==> src/rtl/freq_meter.sv <==
// freq_meter: counts sig_in rising edges over a win_len-cycle gate window.
// Define FREQ_METER_SYNC_EN to add a 2-flop synchronizer in front of edge detect.
module freq_meter #(
  parameter int CNT_W = 16,
  parameter int WIN_W = 16
) (
  input  logic             clk,
  input  logic             rst,
  input  logic             sig_in,
  input  logic             start,
  input  logic [WIN_W-1:0] win_len,
  output logic             busy,
  output logic [CNT_W-1:0] cnt_out,
  output logic             cnt_valid,
  input  logic             cnt_ready,
  output logic             ovf
);
  typedef enum logic [1:0] {IDLE, MEASURE, DONE} state_t;
  state_t r_state, w_next;
  logic [WIN_W-1:0] r_rem;
  logic [CNT_W-1:0] r_cnt;
  logic r_ovf, r_samp, r_prev, w_edge;
`ifdef FREQ_METER_SYNC_EN
  logic r_meta;
  always_ff @(posedge clk) begin
    r_meta <= rst ? 1'b0 : sig_in;
    r_samp <= rst ? 1'b0 : r_meta;
  end
`else
  always_ff @(posedge clk) r_samp <= rst ? 1'b0 : sig_in;
`endif
  assign w_edge = r_samp & ~r_prev;
  always_comb begin
    w_next = IDLE;
    if (r_state == IDLE)
      w_next = start ? (win_len == '0 ? DONE : MEASURE) : IDLE;
    else if (r_state == MEASURE)
      w_next = r_rem == WIN_W'(1) ? DONE : MEASURE;
    else if (r_state == DONE)
      w_next = cnt_ready ? IDLE : DONE;
  end
  always_ff @(posedge clk) begin
    if (rst) begin
      r_state <= IDLE;
      r_prev  <= 1'b0;
      r_rem   <= '0;
      r_cnt   <= '0;
      r_ovf   <= 1'b0;
    end else begin
      r_state <= w_next;
      r_prev  <= r_samp;
      if (r_state == IDLE && start) begin
        r_rem <= win_len;
        r_cnt <= '0;
        r_ovf <= 1'b0;
      end else if (r_state == MEASURE) begin
        r_rem <= r_rem - 1'b1;
        // saturate instead of wrapping; the overflow flag records the lost edges
        if (w_edge && &r_cnt) r_ovf <= 1'b1;
        else if (w_edge) r_cnt <= r_cnt + 1'b1;
      end
    end
  end
  assign busy      = r_state != IDLE;
  assign cnt_valid = r_state == DONE;
  assign cnt_out   = r_cnt;
  assign ovf       = r_ovf;
endmodule

==> config.mk <==
export PLATFORM = sky130hd
export DESIGN_NAME = freq_meter
export DESIGN_NICKNAME = d
export VERILOG_FILES = /design/src/rtl/freq_meter.sv
export SDC_FILE = /design/constraint.sdc
export NUM_CORES = 1
export LEC_CHECK = 0
export ABC_AREA = 1
export ABC_CLOCK_PERIOD_IN_PS = 1620
export BUFFER_PORTS_ARGS = -buffer_cell sky130_fd_sc_hd__buf_2
export CAP_MARGIN = 30
export CELL_PAD_IN_SITES_DETAIL_PLACEMENT = 0
export CELL_PAD_IN_SITES_GLOBAL_PLACEMENT = 1
export CORE_MARGIN = 1
export CORE_UTILIZATION = 34
export CTS_CLUSTER_DIAMETER = 50
export DETAILED_ROUTE_END_ITERATION = 8
export PLACE_DENSITY_LB_ADDON = 0.1
export SYNTH_ARGS = -nofsm -noshare
export SYNTH_HDL_FRONTEND = slang
export SYNTH_SLANG_ARGS = --single-unit
export TNS_END_PERCENT = 20
==> constraint.sdc <==
create_clock -name clk -period 1.62 [get_ports clk]
set_clock_uncertainty 0.15 [all_clocks]
set_input_delay 0.324 -clock clk [delete_from_list [all_inputs] [get_ports clk]]
set_output_delay 0.324 -clock clk [all_outputs]
set_load 0.03 [all_outputs]
======== After elaboration in Yosys (flattened, before gate mapping) ========
Cells that the tools add are included.
storage, ports and cells
  flip-flop bits (word level) ............. 37
  output and inout bits ................... 19
  logic and storage cells ................. 33
cells by class
  add/sub/neg operators ................... 2
  eq/ne operators ......................... 3
  multiplexer cells ....................... 9
  bitwise operators ....................... 3
  reduce and logical (&&, ||, !) cells .... 10
operators by type and width
  kind                                                  number
  2-to-1 mux 16 bit                                     2
  adder 16 x 1 -> 16 bit, second input constant         1
  equality test 16 x 1 -> 1 bit, second input constant  1
  zero test 16 bit                                      1
  AND reduction 16 bit                                  1
  subtractor 16 x 1 -> 16 bit, second input constant    1
  2-to-1 mux 2 bit                                      7
  nonzero test 2 bit                                    2
  AND reduction 3 bit                                   1
  equality test 2 x 1 -> 1 bit, second input constant   1
  equality test 2 bit, second input constant            1
  logical AND 1 bit                                     2
  zero test 2 bit                                       1
  NOT 1 bit                                             2
  AND reduction 2 bit                                   1
  OR reduction 2 bit                                    1
  AND 1 bit                                             1

======== Logic depth before layout (Yosys ltp) ========
Gate-level depths: netlist of the first run.
  depth after elaboration ................. 5
  depth in mapped cells ................... 10
  mapped depth without buffers ............ 10

======== Least setup slack after synthesis of the first run ========
Ideal clock, no wire load.
  path type ............................... register -> register
  from .................................... register r_cnt[0], in the netlist cnt_out[0]
  to ...................................... register r_cnt[1], in the netlist cnt_out[1]
  arrival ................................. 1731 ps
  data required time ...................... 1354 ps
  path slack .............................. -377 ps
  stages on the path, launching flop included .. 10
  path buffers ............................ 1
  period minus slack after synthesis ...... 1997 ps
  cells stage by stage .................... dfxtp_1 ha_1 inv_1 nor2_2 nand3_1 nor2_1 nor2_4 buf_6 nor2_1 nor2_1
between the ends
  cells in the longest elaborated chain, start to end .. 4
ends and longest elaborated chain
  element                                                                         RTL line  text
  start: declaration                                                              21        logic [CNT_W-1:0] r_cnt;
  start signal: assignment                                                        60        else if (w_edge) r_cnt <= r_cnt + 1'b1;
  parallel branches: the longest is 4 deep, another holds adder 16 x 1 -> 16 bit  -
Parallel ways; which one is timed is not known.
A chain may end at the register's enable or synchronous reset.

======== Final worst setup path of the first run ========
  from .................................... register r_state[1]
  to ...................................... output cnt_valid
between the ends
  cells in the longest elaborated chain, start to end .. 1
ends and longest elaborated chain
  element                   RTL line  text
  start: declaration        19        state_t r_state, w_next;
  start signal: assignment  50        r_state <= w_next;
  equality test 2 bit       65        assign cnt_valid = r_state == DONE;
  end: declaration          14        output logic cnt_valid,
No other way between the ends.

==> flow_summary.ini, run 1 <==
[run_status]
status = finished, violations left
violations = DRC

[synthesis]
synth-edff-count = 0
yosys.area.top_type = dfxtp_1
synth_seq_area_share = 0.3233
ys_types = 26
synth_nets = 404
ys_async_sr_fraction = 0
synth_seq_cells = 37
yosys_warnings = 0
netlist_instances = 380
postSynthAreaPerCell_sq_um = 6.029
synth_area_leaders = dfxtp_1 32%, nand2_1 20%, nor2_1 9.3%
synthDominantCellAreaShare = 0.3233
netlist_area_sq_mm = 0.002291
yosys_most_used_dff = dfxtp_1

[power]
peakVddDrop_mv = 0.4482
leakage_nw = 1.352
powerDensity_mw_per_mm2 = 784.7
p_total_mw = 2.330

[die]
dieHeight_um = 84.09
start_util = 0.3567
die_x_um = 84.09
die-area_sq_mm = 0.007070
core_sq_mm = 0.006422
rows = 29
pin_count = 40

[route]
avgRoutedWirePerCell_um = 12.31
drcViolationCount = 4
dr.first_iter.drc_count = 88
vias = 2475
vias_per_cell = 4.723
wirelength_mm = 6.451
ant_nets = 0
dr.pass1.iters = 8

[worst_setup_path]
crit_type = reg -> out
crit_arrival_ns = 1.08
critPathRequiredTime_ns = 1.15
crit_family = flip-flops
crit_slowest_cell = dfxtp_1
critPathMaxStageDelay_ns = 0.37
path_buf_inv = 2
setup.worst_path.start_class = register
critical_path.cell_chain = inv_1 -> nor2_1 -> buf_2
cp_max_fo = 3
critPathCaptureType = output port

[placement]
dpl_worst_slack_ns = 0.01629
port_buffers = 39
gp_congestion = 0.8181
dp_hpwl_mm = 4.790

[final_layout]
multiInputGateArea_sq_mm = 0.001399
antenna_cells = 0
layout.nets = 470
layout_commonest_cell = nand2_1
fillerInstances = 718
syn_to_final_growth_pct = 29.60
seqCellArea_sq_um = 764.5
most-common-layout-cells = 120 x nand2_1, 51 x nor2_1, 48 x inv_1
fin_util = 0.4623
drive_gt1_frac = 0.2506

[clock_network]
postCtsHoldBufs = 0
clk_path_buf_depth = 2
root_buffer = clkbuf_8
cts_tree = done
cts_buffers = 5
clkTransAtPathRegs_ns = 0.08
cts_max_level = 2
clock-sinks = 37
clk_latency_ns = 0.30

[flow_run]
maxCapViolations = 0

[sta]
rsz0062_at_grt = true
fin_ws_ns = 0.06887
relSlewSlack = 0.6386
tightest_slew_ns = 0.5415
post-route-min-period_ns = 1.551
setup_viol = 0
final.setup.tns_ns = 0
hold_violations = 0
fmaxAchievable_mhz = 644.7
finalCritPeriodShare = 0.9575
final_max_slew_viol_count = 0

[global_routing]
grtUsageTotal = 0.1964
grt_pass1_wl_mm = 11.04
grt-ovfl-total = 0
antenna_found_initial = 0
grt_pass1_vias = 2284
grt_max_degree = 19

[min_path]
worstHoldPathType = in -> reg
repair_timing:
item / CTS / global route
pin swaps: 1 / 2
buffers inserted: 3 / 1
endpoints found under the hold margin: 0 / 0
gates cloned: 0 / 1
setup endpoints to repair: 3 / 23
resized for setup: 0 / 24
routing by layer:
metal  up-vias  wire [um]  track usage
li1       1325          -            -
met1      1095       3509       0.2948
met3         7        304      0.04055
met4         0         77      0.05643
met5         -          0            0
met2        48       2560       0.2787
logic make-up after synthesis:
| logic type | after synthesis | share of synthesized area |
|---|---|---|
| xor+xnor | 10 | 0.03823 |
| simple gates | 222 | 0.4031 |
| flops | 37 | 0.3233 |
| compound gates | 47 | 0.1141 |
| buf+inv | 61 | 0.1049 |
| fa+ha+maj | 3 | 0.01639 |
report_power, final:
part           switching (mW)  internal (mW)
Sequential             0.0490          0.956
Clock                   0.353          0.348
Combinational           0.374          0.250
Total                   0.776           1.55
worst register-to-register path, cell delays in order (launching register included):
cell and delay [ns]:
dfxtp_4 0.39, ha_4 0.13, inv_1 0.05, nor2_4 0.11, nand3_4 0.10, nor2_4 0.13
nor2_4 0.06, buf_4 0.16, nand2_1 0.06, a21oi_1 0.05
metrics by stage:
| step | hold WS, ns | cell area, sq um | instances |
|---|---|---|---|
| floorplan | 0.2810 | 2347 | 380 |
| finish | 0.07624 | 2969 | 524 |
| global route | 0.07124 | 2969 | 524 |
| CTS | 0.06901 | 2879 | 522 |
| detailed placement | 0.3122 | 2766 | 511 |
| global placement | 0.3111 | 2766 | 511 |
area by class of cell:
| type | instances | area share |
|---|---|---|
| repair buffers | 67 | 0.1416 |
| well taps | 77 | 0.03245 |
| flip-flops and latches | 37 | 0.2575 |
| multi-input cells | 282 | 0.4711 |
| inverters | 53 | 0.06700 |
| clock buffers | 8 | 0.03034 |
final timing paths:
check	cells past startpoint	slack, ns	from	to
setup / recovery	3	0.07	r_state[1]	cnt_valid
hold / removal	3	0.08	sig_in	r_samp
setup reg to reg	9	0.09	cnt_out[0]	cnt_out[2]
hold reg to reg	2	0.33	r_samp	r_prev
synthesized netlist by cell type (2+ instances only):
cell type / number
nand2_1: 124
nor2_1: 57
inv_1: 50
dfxtp_1: 37
a21oi_1: 26
nand3_1: 26
nand4_1: 8
a31oi_1: 6
o22ai_1: 6
xor2_1: 6
clkbuf_1: 5
o21ai_0: 5
xnor2_1: 4
ha_1: 3
inv_2: 3
nor2_2: 2
nor2_4: 2
o211ai_1: 2
sequential cells by signal, summed over array words and instances, names as in the netlist:
name,flops
cnt_out,16
ovf,1
r_prev,1
r_rem,16
r_samp,1
r_state,2
No activity file was read; power rests on OpenSTA's default activity.
==> run 2: changes to the inputs <==
Settings changed: ABC_CLOCK_PERIOD_IN_PS 1620 to 1700, CORE_UTILIZATION 34 to 38.
Clock period 1.62 ns to 1.7 ns, I/O delays scaled along.
==> flow_summary.ini, run 2 (synthesis gave the netlist of run 1 again) <==
[run_status]
status = finished, final reports clean

[route]
top_layer = met4
wl_met2_mm = 2.584
ant_nets = 0
dr_wl_met3_um = 263
drcViolationCount = 0
wl_met1_mm = 3.542
wirelength_mm = 6.417
avgRoutedWirePerCell_um = 12.32
vias_per_cell = 4.806
dr.pass1.iters = 4
vias = 2504
dr.first_iter.drc_count = 116

[worst_setup_path]
startpoint = r_state[1]
setup.worst_path.start_class = register
crit_end = cnt_valid
crit_type = reg -> out
critPathRequiredTime_ns = 1.21
critical_path.cell_chain = inv_1 -> nor2_1 -> buf_2
crit_slowest_cell = dfxtp_1
rr_worst_depth = 8
crit_arrival_ns = 1.11
regToRegEndpoint = cnt_out[4]
reg2reg_from = cnt_out[1]
critPathCaptureType = output port
critPathMaxStageDelay_ns = 0.37
reg2reg_slack_ns = 0.11
cp_max_fo = 3

[final_layout]
drive_gt1_frac = 0.2405
multiInputGateArea_sq_mm = 0.001381
finalNonFillerCells = 521
layout.nets = 472
syn_to_final_growth_pct = 29.93
fillerInstances = 585
most-common-layout-cells = 121 x nand2_1, 54 x nor2_1, 49 x inv_1
final_cell_area_sq_mm = 0.002977
fin_util = 0.5276
antenna_cells = 0
layout_commonest_cell = nand2_1
seqCellArea_sq_um = 753.2

[power]
peakVddDrop_mv = 0.4321
leakage_nw = 1.361
powerDensity_mw_per_mm2 = 734.4

[placement]
dpl_worst_slack_ns = 0.05443
gp_congestion = 0.8336
dp_hpwl_mm = 4.782
dpl-instance-area_sq_mm = 0.002740
placed_cells = 506
port_buffers = 39

[clock_network]
clk_path_buf_depth = 2
clk_latency_ns = 0.29
clkTransAtPathRegs_ns = 0.08
cts_buffers = 5
root_buffer = clkbuf_8
postCtsHoldBufs = 0
clock-sinks = 37
cts_tree = done
cts_max_level = 2

[sta]
hold_violations = 0
fin_ws_ns = 0.09849
rsz0062_at_grt = true
tightest_slew_ns = 0.3387
relSlewSlack = 0.7734
final_max_slew_viol_count = 0
setup_viol = 0
fmaxAchievable_mhz = 624.4
final.setup.tns_ns = 0
finalCritPeriodShare = 0.9421
post-route-min-period_ns = 1.602

[global_routing]
grt_max_degree = 19
grt_pass1_vias = 2224
grt_pass1_wl_mm = 10.41
grtUsageTotal = 0.2105
grt-ovfl-total = 0
antenna_found_initial = 0

[flow_run]
maxCapViolations = 0

[min_path]
worstHoldPathType = in -> reg

[die]
pin_count = 40
start_util = 0.4061
die_x_um = 79.65
dieHeight_um = 79.65
core_sq_mm = 0.005642
die-area_sq_mm = 0.006343
rows = 27
## run 2: cell types whose count changed in the layout (fill, tap and decap cells not counted), moves of 2 or more
cell,before,now
a21oi_1,25,19
a21oi_2,1,7
buf_12,0,2
dfxtp_1,24,31
dfxtp_2,10,4
inv_2,5,3
nor2_1,51,54
nor2_4,5,3
## run 2: worst min path at each step
stage | slack [ns] | to | cells after the start | startpoint
2_1_floorplan | 0.30 | r_samp | 2 | sig_in
3_3_place_gp | 0.33 | r_prev | 2 | r_samp
3_5_place_dp | 0.34 | r_prev | 2 | r_samp
4_1_cts | 0.1 | r_samp | 3 | sig_in
5_1_grt | 0.1 | r_samp | 3 | sig_in
6_report | 0.10 | r_samp | 3 | sig_in
## run 2: final cells by class
class	count	area share
multi-input cells	282	0.4641
flip-flops and latches	37	0.2530
clock inverters	1	0.002102
well taps	72	0.03026
repair buffers	69	0.1534
clock buffers	7	0.02900
inverters	53	0.06810
## run 2: report_power, final
group	switching, mW	internal, mW
sequential	0.0439	0.911
combinational	0.347	0.225
clock	0.328	0.331
total	0.719	1.47
## run 2: layer usage
| metal | global-route usage | vias up |
|---|---|---|
| li1 | - | 1332 |
| met1 | 0.3153 | 1125 |
| met2 | 0.3017 | 43 |
| met3 | 0.04343 | 4 |
| met4 | 0.04909 | 0 |
| met5 | 0 | - |
## run 2: what timing repair did
item / CTS / global route
resized for setup: 0 / 19
endpoints found under the setup margin: 0 / 19
buffers inserted: 0 / 6
## run 2: critical path: cells and delay by family (launching register included)
kind          cells  cell delay (ns)
buf+inv           2             0.30
flops             1             0.37
simple gates      1             0.14
## run 2: stage by stage
step	hold WS, ns	power, mW
6_report	0.1022	2.186
5_1_grt	0.09585	2.321
4_1_cts	0.09637	2.182
3_5_place_dp	0.3393	1.514
3_3_place_gp	0.3295	1.512
2_1_floorplan	0.2970	1.334
